--- src/rtl/keypad_pkg.sv ---
// Shared types and constants for the 4x4 keypad decoder.
// Build option: KEYPAD_MULTIKEY_ERR_EN (see keypad_decoder.sv).
package keypad_pkg;

    localparam int KEY_W = 4;
    localparam int ROWS  = 4;
    localparam int COLS  = 4;
    localparam int IDX_W = 2;

    typedef enum logic [1:0] {
        IDLE      = 2'd0,
        CANDIDATE = 2'd1,
        PRESSED   = 2'd2
    } kp_state_t;

    // Key code layout is {row_idx, col_idx}
    function automatic logic [KEY_W-1:0] pack_key(
        input logic [IDX_W-1:0] row_idx,
        input logic [IDX_W-1:0] col_idx
    );
        return {row_idx, col_idx};
    endfunction

endpackage

--- src/rtl/onehot_enc.sv ---
// 4-bit one-hot to 2-bit index encoder with a one-hot validity flag.
module onehot_enc
    import keypad_pkg::*;
(
    input  logic [3:0] vec,
    output logic [1:0] idx,
    output logic       is_onehot
);

    logic [COLS-1:0]  vec_s;
    logic [IDX_W-1:0] idx_s;
    logic             onehot_s;

    assign vec_s = vec;

    // Decode the strobe; anything other than exactly one set bit is flagged
    always_comb begin
        idx_s    = 2'd0;
        onehot_s = 1'b1;
        case (vec_s)
            4'b0001: idx_s = 2'd0;
            4'b0010: idx_s = 2'd1;
            4'b0100: idx_s = 2'd2;
            4'b1000: idx_s = 2'd3;
            default: begin
                idx_s    = 2'd0;
                onehot_s = 1'b0;
            end
        endcase
    end

    assign idx       = idx_s;
    assign is_onehot = onehot_s;

endmodule

--- src/rtl/keypad_decoder.sv ---
// Debouncing 4x4 keypad decoder: accepts one key per press, reports code/valid/held.
// Build option: KEYPAD_MULTIKEY_ERR_EN turns multi-row samples into key_error pulses.
module keypad_decoder
    import keypad_pkg::*;
#(
    parameter int DEBOUNCE_SCANS = 4
)
(
    input  logic       clk,
    input  logic       reset,
    input  logic       enable,
    input  logic [3:0] col,
    input  logic [3:0] row,
    output logic [3:0] key_code,
    output logic       key_valid,
    output logic       key_held,
    output logic       key_error
);

    localparam int               CNT_W   = $clog2(DEBOUNCE_SCANS + 1);
    localparam logic [CNT_W-1:0] CNT_MAX = CNT_W'(DEBOUNCE_SCANS);
    localparam logic [CNT_W-1:0] CNT_ONE = CNT_W'(1);
    localparam logic [CNT_W-1:0] CNT_ZRO = CNT_W'(0);

    kp_state_t        state_r, state_nxt_s;
    logic [CNT_W-1:0] cnt_r, cnt_nxt_s, cnt_inc_s;
    logic [IDX_W-1:0] lat_row_r, lat_row_nxt_s;
    logic [IDX_W-1:0] lat_col_r, lat_col_nxt_s;
    logic             entry_r, entry_nxt_s;

    logic [ROWS-1:0]  row_s;
    logic [IDX_W-1:0] col_idx_s;
    logic             col_onehot_s;
    logic [IDX_W-1:0] row_idx_s;
    logic             sample_s;
    logic             hit_s;
    logic             multi_s;
    logic             good_hit_s;
    logic             col_match_s;
    logic             cand_match_s;
    logic             row_present_s;

    logic [KEY_W-1:0] key_code_r, key_code_nxt_s;
    logic             key_valid_r, key_valid_nxt_s;
    logic             key_held_r, key_held_nxt_s;
    logic             key_error_r, key_error_nxt_s;

    onehot_enc u_col_enc (
        .vec       (col),
        .idx       (col_idx_s),
        .is_onehot (col_onehot_s)
    );

    assign row_s = row;

    // Lowest set row bit wins
    always_comb begin
        if (row_s[0]) begin
            row_idx_s = 2'd0;
        end else if (row_s[1]) begin
            row_idx_s = 2'd1;
        end else if (row_s[2]) begin
            row_idx_s = 2'd2;
        end else if (row_s[3]) begin
            row_idx_s = 2'd3;
        end else begin
            row_idx_s = 2'd0;
        end
    end

`ifdef KEYPAD_MULTIKEY_ERR_EN
    assign multi_s = (row_s & (row_s - 4'd1)) != 4'b0000;
`else
    assign multi_s = 1'b0;
`endif

    assign sample_s      = enable & col_onehot_s;
    assign hit_s         = |row_s;
    assign good_hit_s    = hit_s & ~multi_s;
    assign col_match_s   = (col_idx_s == lat_col_r);
    assign cand_match_s  = good_hit_s & (row_idx_s == lat_row_r);
    assign row_present_s = row_s[lat_row_r] & ~multi_s;
    assign cnt_inc_s     = (cnt_r == CNT_MAX) ? cnt_r : (cnt_r + CNT_ONE);

    // State register with synchronous active-low reset
    always_ff @(posedge clk) begin
        if (!reset) begin
            state_r   <= IDLE;
            cnt_r     <= CNT_ZRO;
            lat_row_r <= 2'd0;
            lat_col_r <= 2'd0;
            entry_r   <= 1'b0;
        end else begin
            state_r   <= state_nxt_s;
            cnt_r     <= cnt_nxt_s;
            lat_row_r <= lat_row_nxt_s;
            lat_col_r <= lat_col_nxt_s;
            entry_r   <= entry_nxt_s;
        end
    end

    // Next-state logic; with enable low everything holds
    always_comb begin
        state_nxt_s   = state_r;
        cnt_nxt_s     = cnt_r;
        lat_row_nxt_s = lat_row_r;
        lat_col_nxt_s = lat_col_r;
        entry_nxt_s   = entry_r;
        if (enable) begin
            case (state_r)
                IDLE: begin
                    if (sample_s && good_hit_s) begin
                        lat_row_nxt_s = row_idx_s;
                        lat_col_nxt_s = col_idx_s;
                        cnt_nxt_s     = CNT_ONE;
                        if (CNT_ONE == CNT_MAX) begin
                            state_nxt_s = PRESSED;
                            entry_nxt_s = 1'b1;
                        end else begin
                            state_nxt_s = CANDIDATE;
                        end
                    end else begin
                        state_nxt_s = IDLE;
                    end
                end
                CANDIDATE: begin
                    if (sample_s && col_match_s) begin
                        if (cand_match_s) begin
                            cnt_nxt_s = cnt_inc_s;
                            if (cnt_inc_s == CNT_MAX) begin
                                state_nxt_s = PRESSED;
                                entry_nxt_s = 1'b1;
                            end else begin
                                state_nxt_s = CANDIDATE;
                            end
                        end else begin
                            state_nxt_s = IDLE;
                            cnt_nxt_s   = CNT_ZRO;
                        end
                    end else begin
                        state_nxt_s = CANDIDATE;
                    end
                end
                PRESSED: begin
                    // The entry cycle only publishes the key and re-arms the release counter
                    if (entry_r) begin
                        cnt_nxt_s   = CNT_ZRO;
                        entry_nxt_s = 1'b0;
                    end else if (sample_s && col_match_s) begin
                        if (row_present_s) begin
                            cnt_nxt_s = CNT_ZRO;
                        end else if (cnt_inc_s == CNT_MAX) begin
                            state_nxt_s = IDLE;
                            cnt_nxt_s   = CNT_ZRO;
                        end else begin
                            cnt_nxt_s = cnt_inc_s;
                        end
                    end else begin
                        state_nxt_s = PRESSED;
                    end
                end
                default: begin
                    state_nxt_s = IDLE;
                    cnt_nxt_s   = CNT_ZRO;
                    entry_nxt_s = 1'b0;
                end
            endcase
        end else begin
            state_nxt_s = state_r;
        end
    end

    // Output next values: pulse on PRESSED entry, drop held on accepted release
    always_comb begin
        key_valid_nxt_s = 1'b0;
        key_code_nxt_s  = key_code_r;
        key_held_nxt_s  = key_held_r;
        key_error_nxt_s = 1'b0;
        if (enable) begin
            if (state_r == PRESSED && entry_r) begin
                key_valid_nxt_s = 1'b1;
                key_code_nxt_s  = pack_key(lat_row_r, lat_col_r);
                key_held_nxt_s  = 1'b1;
            end else if (state_r == PRESSED && state_nxt_s == IDLE) begin
                key_held_nxt_s = 1'b0;
            end else begin
                key_held_nxt_s = key_held_r;
            end
            key_error_nxt_s = sample_s & multi_s;
        end else begin
            key_valid_nxt_s = 1'b0;
        end
    end

    // Registered outputs
    always_ff @(posedge clk) begin
        if (!reset) begin
            key_code_r  <= 4'b0000;
            key_valid_r <= 1'b0;
            key_held_r  <= 1'b0;
            key_error_r <= 1'b0;
        end else begin
            key_code_r  <= key_code_nxt_s;
            key_valid_r <= key_valid_nxt_s;
            key_held_r  <= key_held_nxt_s;
            key_error_r <= key_error_nxt_s;
        end
    end

    assign key_code  = key_code_r;
    assign key_valid = key_valid_r;
    assign key_held  = key_held_r;
    assign key_error = key_error_r;

endmodule

--- config.mk ---
export PLATFORM = sky130hd
export DESIGN_NAME = keypad_decoder
export DESIGN_NICKNAME = d
export VERILOG_FILES = /design/src/rtl/keypad_pkg.sv /design/src/rtl/onehot_enc.sv /design/src/rtl/keypad_decoder.sv
export SDC_FILE = /design/constraint.sdc
export NUM_CORES = 1
export LEC_CHECK = 0
export CAP_MARGIN = 30
export CORE_ASPECT_RATIO = 0.8
export CORE_MARGIN = 1.5
export CORE_UTILIZATION = 54
export CTS_BUF_LIST = sky130_fd_sc_hd__clkbuf_16
export CTS_CLUSTER_SIZE = 16
export DETAILED_ROUTE_END_ITERATION = 16
export PLACE_DENSITY_LB_ADDON = 0.05
export SLEW_MARGIN = 20
export SYNTH_ARGS = -nofsm -noshare
export SYNTH_HDL_FRONTEND = slang
export SYNTH_SLANG_ARGS = --single-unit
--- constraint.sdc ---
create_clock -name clk -period 4.8 [get_ports clk]
set_clock_uncertainty 0.2 [all_clocks]
set_input_delay 1.2 -clock clk [delete_from_list [all_inputs] [get_ports clk]]
set_output_delay 1.2 -clock clk [all_outputs]
set_load 0.01 [all_outputs]
==> out/metrics.yaml <==
areaGrowthSynthToFinish_pct: 18.16
floorplan.die_area_um2: 2377
outcome: "finished clean"
timing.reg2reg.worst_path_depth: 6
min_period_ps: 3366
wl_per_cell_um: 15.43
hold_path_end: "key_code[0]$_SDFFE_PN0P_"
max-vdd-ir-drop_mv: 0.3017
antennaDiodeCount: 0
cts_max_level: 1
placementRows: 14
synthesis.instances: 136
io_buffer_count: 16
hold-worst-slack_ps: 267.0
largest_net_degree_at_the_start_of_global_routing: 12
timing.critical_path.required_ps: 4710
worst_skew_pair.late_latency_ps: 250
post-cts-setup-buffer-count: 0
drv_slew: 0
cts_hold_buf: 0
drc: 0
p_leak_nw: 0.4590
dr_total_vias: 1096
globalRouteOverflowTotal: 0
cap_viol_max_count: 0
grt_pass1_wl_mm: 4.422
drive_gt1_share_pct: 6.081
initialDrtViolationCount: 46
timing.setup.critical_path_class: "input port to register"
cts_root_buffer: "sky130_fd_sc_hd__clkbuf_16"
cts_resized: 0
dr.pass1.iters: 6
gpl.final_weighted_congestion: 0.8539
die_x_extent_um: 54.14
cts.sinks: 16
reg2reg_to: "key_held$_SDFFE_PN0P_"
worst_r2r_startpoint: "cnt_r[0]$_SDFFE_PN0P_"
tritoncts: "done"
hold_violations: 0
nFillCells: 167
mean_syn_cell_area_um2: 8.308
relSlewSlack_pct: 62.60
detail_route.wirelength_mm: 2.654
grt_antenna_before_repair: 0
setup.worst_path.end_class: "register"
initial_cell_density_of_the_core_pct: 58.64
mostFrequentLayoutCells: "sky130_fd_sc_hd__dfxtp_1, sky130_fd_sc_hd__clkdlybuf4s50_1, sky130_fd_sc_hd__nand2_1, sky130_fd_sc_hd__a21oi_1"
hold_class: "register to register"
syn_area_um2: 1130
ys.warnings.count: 0
dominantRegCellSynth: "sky130_fd_sc_hd__dfxtp_1"
register_area_um2: 320.3
synth-edff-count: 0
report.final.setup_viol: 0
globalRouteTotalUtil_pct: 25.65
power.density_nw_per_um2: 273.4
die_height_um: 43.91
crit_path_launch: "col[0]"
multi_input_area_um2: 711.9
cts_inserted_buffers: 3
final_period_utilization_pct: 70.12
core_area_um2: 1927
rsz_0062_raised_after_global_routing: "false"
ant_nets: 0
max-clock-path-buffers: 2
worstSetupStartpointType: "input port"
floorplan.io_pins: 18
min-delay-start: "key_code[0]$_SDFFE_PN0P_"
mappedNetlistNets: 149
setup.reg_to_reg.worst_slack_ps: 2370
max_clock_freq_mhz: 297.1
num-nets-final: 162
asyncSetResetFlopFracSynth_pct: 0
grt_pass1_vias: 1011
hold_depth: 2
timing.critical_path.arrival_ps: 3280
path_clk_slew_ps: 50
via_per_inst: 6.372
synth-seq-area-share_pct: 28.35
dpl.hpwl_mm: 1.927
post_synthesis_sequential_element_count: 16
ys_types: 49
critical_path.max_fanout: 9
tns_ps: 0
tightestPinTransition_ps: 561.1
## per-layer routing
metal  global-route usage (%)  part of all wire (%)  routed length (um)  up-vias
met5                        0                     0                   0        -
met4                    9.000                   1.3                  35        0
met3                    7.241                   7.3                 193        4
met2                    38.07                    43                1140       36
met1                    35.47                    48                1284      532
li1                         -                     -                   -      524
## synth_stat cells, types with 2 or more instances
cell type | instances | share of area [%]
sky130_fd_sc_hd__nand4bb_1 | 2 | 2.0
sky130_fd_sc_hd__dfxtp_1 | 16 | 28
sky130_fd_sc_hd__xnor2_1 | 2 | 1.6
sky130_fd_sc_hd__or3_1 | 2 | 1.1
sky130_fd_sc_hd__o21ai_0 | 4 | 1.8
sky130_fd_sc_hd__or2b_1 | 2 | 1.3
sky130_fd_sc_hd__nor2_1 | 9 | 3.0
sky130_fd_sc_hd__o31ai_1 | 2 | 1.3
sky130_fd_sc_hd__inv_1 | 9 | 3.0
sky130_fd_sc_hd__nand3_1 | 5 | 2.2
sky130_fd_sc_hd__a21oi_1 | 13 | 5.8
sky130_fd_sc_hd__ha_1 | 2 | 2.2
sky130_fd_sc_hd__nor2b_1 | 3 | 1.7
sky130_fd_sc_hd__nand2b_1 | 4 | 2.2
sky130_fd_sc_hd__o211ai_1 | 3 | 2.0
sky130_fd_sc_hd__mux2i_1 | 4 | 3.5
sky130_fd_sc_hd__nor3_1 | 2 | 0.89
sky130_fd_sc_hd__a211oi_1 | 3 | 2.0
sky130_fd_sc_hd__nand2_1 | 13 | 4.3
sky130_fd_sc_hd__buf_6 | 4 | 4.0
sky130_fd_sc_hd__a31oi_1 | 2 | 1.1
sky130_fd_sc_hd__clkbuf_1 | 3 | 1.0
## cell type report
cell class | count | share of cell area, %
Multi-Input combinational cell | 103 | 53.33
Sequential cell | 16 | 23.99
Timing Repair Buffer | 16 | 12.00
Clock buffer | 3 | 5.623
Inverter | 9 | 2.530
Tap cell | 24 | 2.249
Clock inverter | 1 | 0.2812
## worst max-delay path by stage
| stage | cells after the start | slack (ps) | to |
|---|---|---|---|
| final | 6 | 1430 | key_held$_SDFFE_PN0P_ |
| after global routing | 6 | 1330 | key_held$_SDFFE_PN0P_ |
| after CTS | 6 | 1450 | cnt_r[2]$_SDFFE_PN0P_ |
| after detailed placement | 6 | 1190 | cnt_r[2]$_SDFFE_PN0P_ |
| after global placement | 6 | 1320 | cnt_r[2]$_SDFFE_PN0P_ |
| after floorplan | 6 | 1890 | cnt_r[2]$_SDFFE_PN0P_ |
## state kept, by name (all words and copies together) (netlist names)
name and flops:
cnt_r 3, lat_row_r 2, key_code 4, key_held 1, lat_col_r 2, key_valid 1, entry_r 1, state_r 2
## kinds of logic (layout without fill, tap and decap cells)
| family | Yosys count | count (layout) | share of synthesized area, % |
|---|---|---|---|
| mux | 4 | 4 | 3.544 |
| simple gates | 54 | 54 | 29.35 |
| fa+ha+maj | 2 | 2 | 2.214 |
| buf+inv | 17 | 29 | 8.638 |
| flops | 16 | 16 | 28.35 |
| other cells | 1 | 1 | 0.3319 |
| xor+xnor | 3 | 3 | 2.326 |
| compound gates | 39 | 39 | 25.25 |
## power by group
group | leakage (nW) | switching [W] | internal [W]
sequential | 0.129 | 0.00000467 | 0.000136
combinational | 0.291 | 0.0000320 | 0.0000270
clock | 0.0385 | 0.0000547 | 0.000111
total | 0.459 | 0.0000914 | 0.000274
## stage by stage
stage               cells  power (W)  instance area (um2)  utilization, %  setup WS, ps
finish                172  0.0003650                 1335           69.29          1434
global route          172  0.0003789                 1335           69.29          1335
CTS                   172  0.0003681                 1335           69.29          1449
detailed placement    168  0.0002009                 1256           65.19          1187
global placement      168  0.0001993                 1256           65.19          1321
floorplan             136  0.0001843                 1130               -          1891
## critical path: stages
cell,delay [ps]
sky130_fd_sc_hd__clkdlybuf4s50_1,640
sky130_fd_sc_hd__or3b_1,420
sky130_fd_sc_hd__o32ai_1,330
sky130_fd_sc_hd__o22ai_2,200
sky130_fd_sc_hd__nor3b_1,330
sky130_fd_sc_hd__a311oi_1,150
No activity file was read; power rests on OpenSTA's default activity.
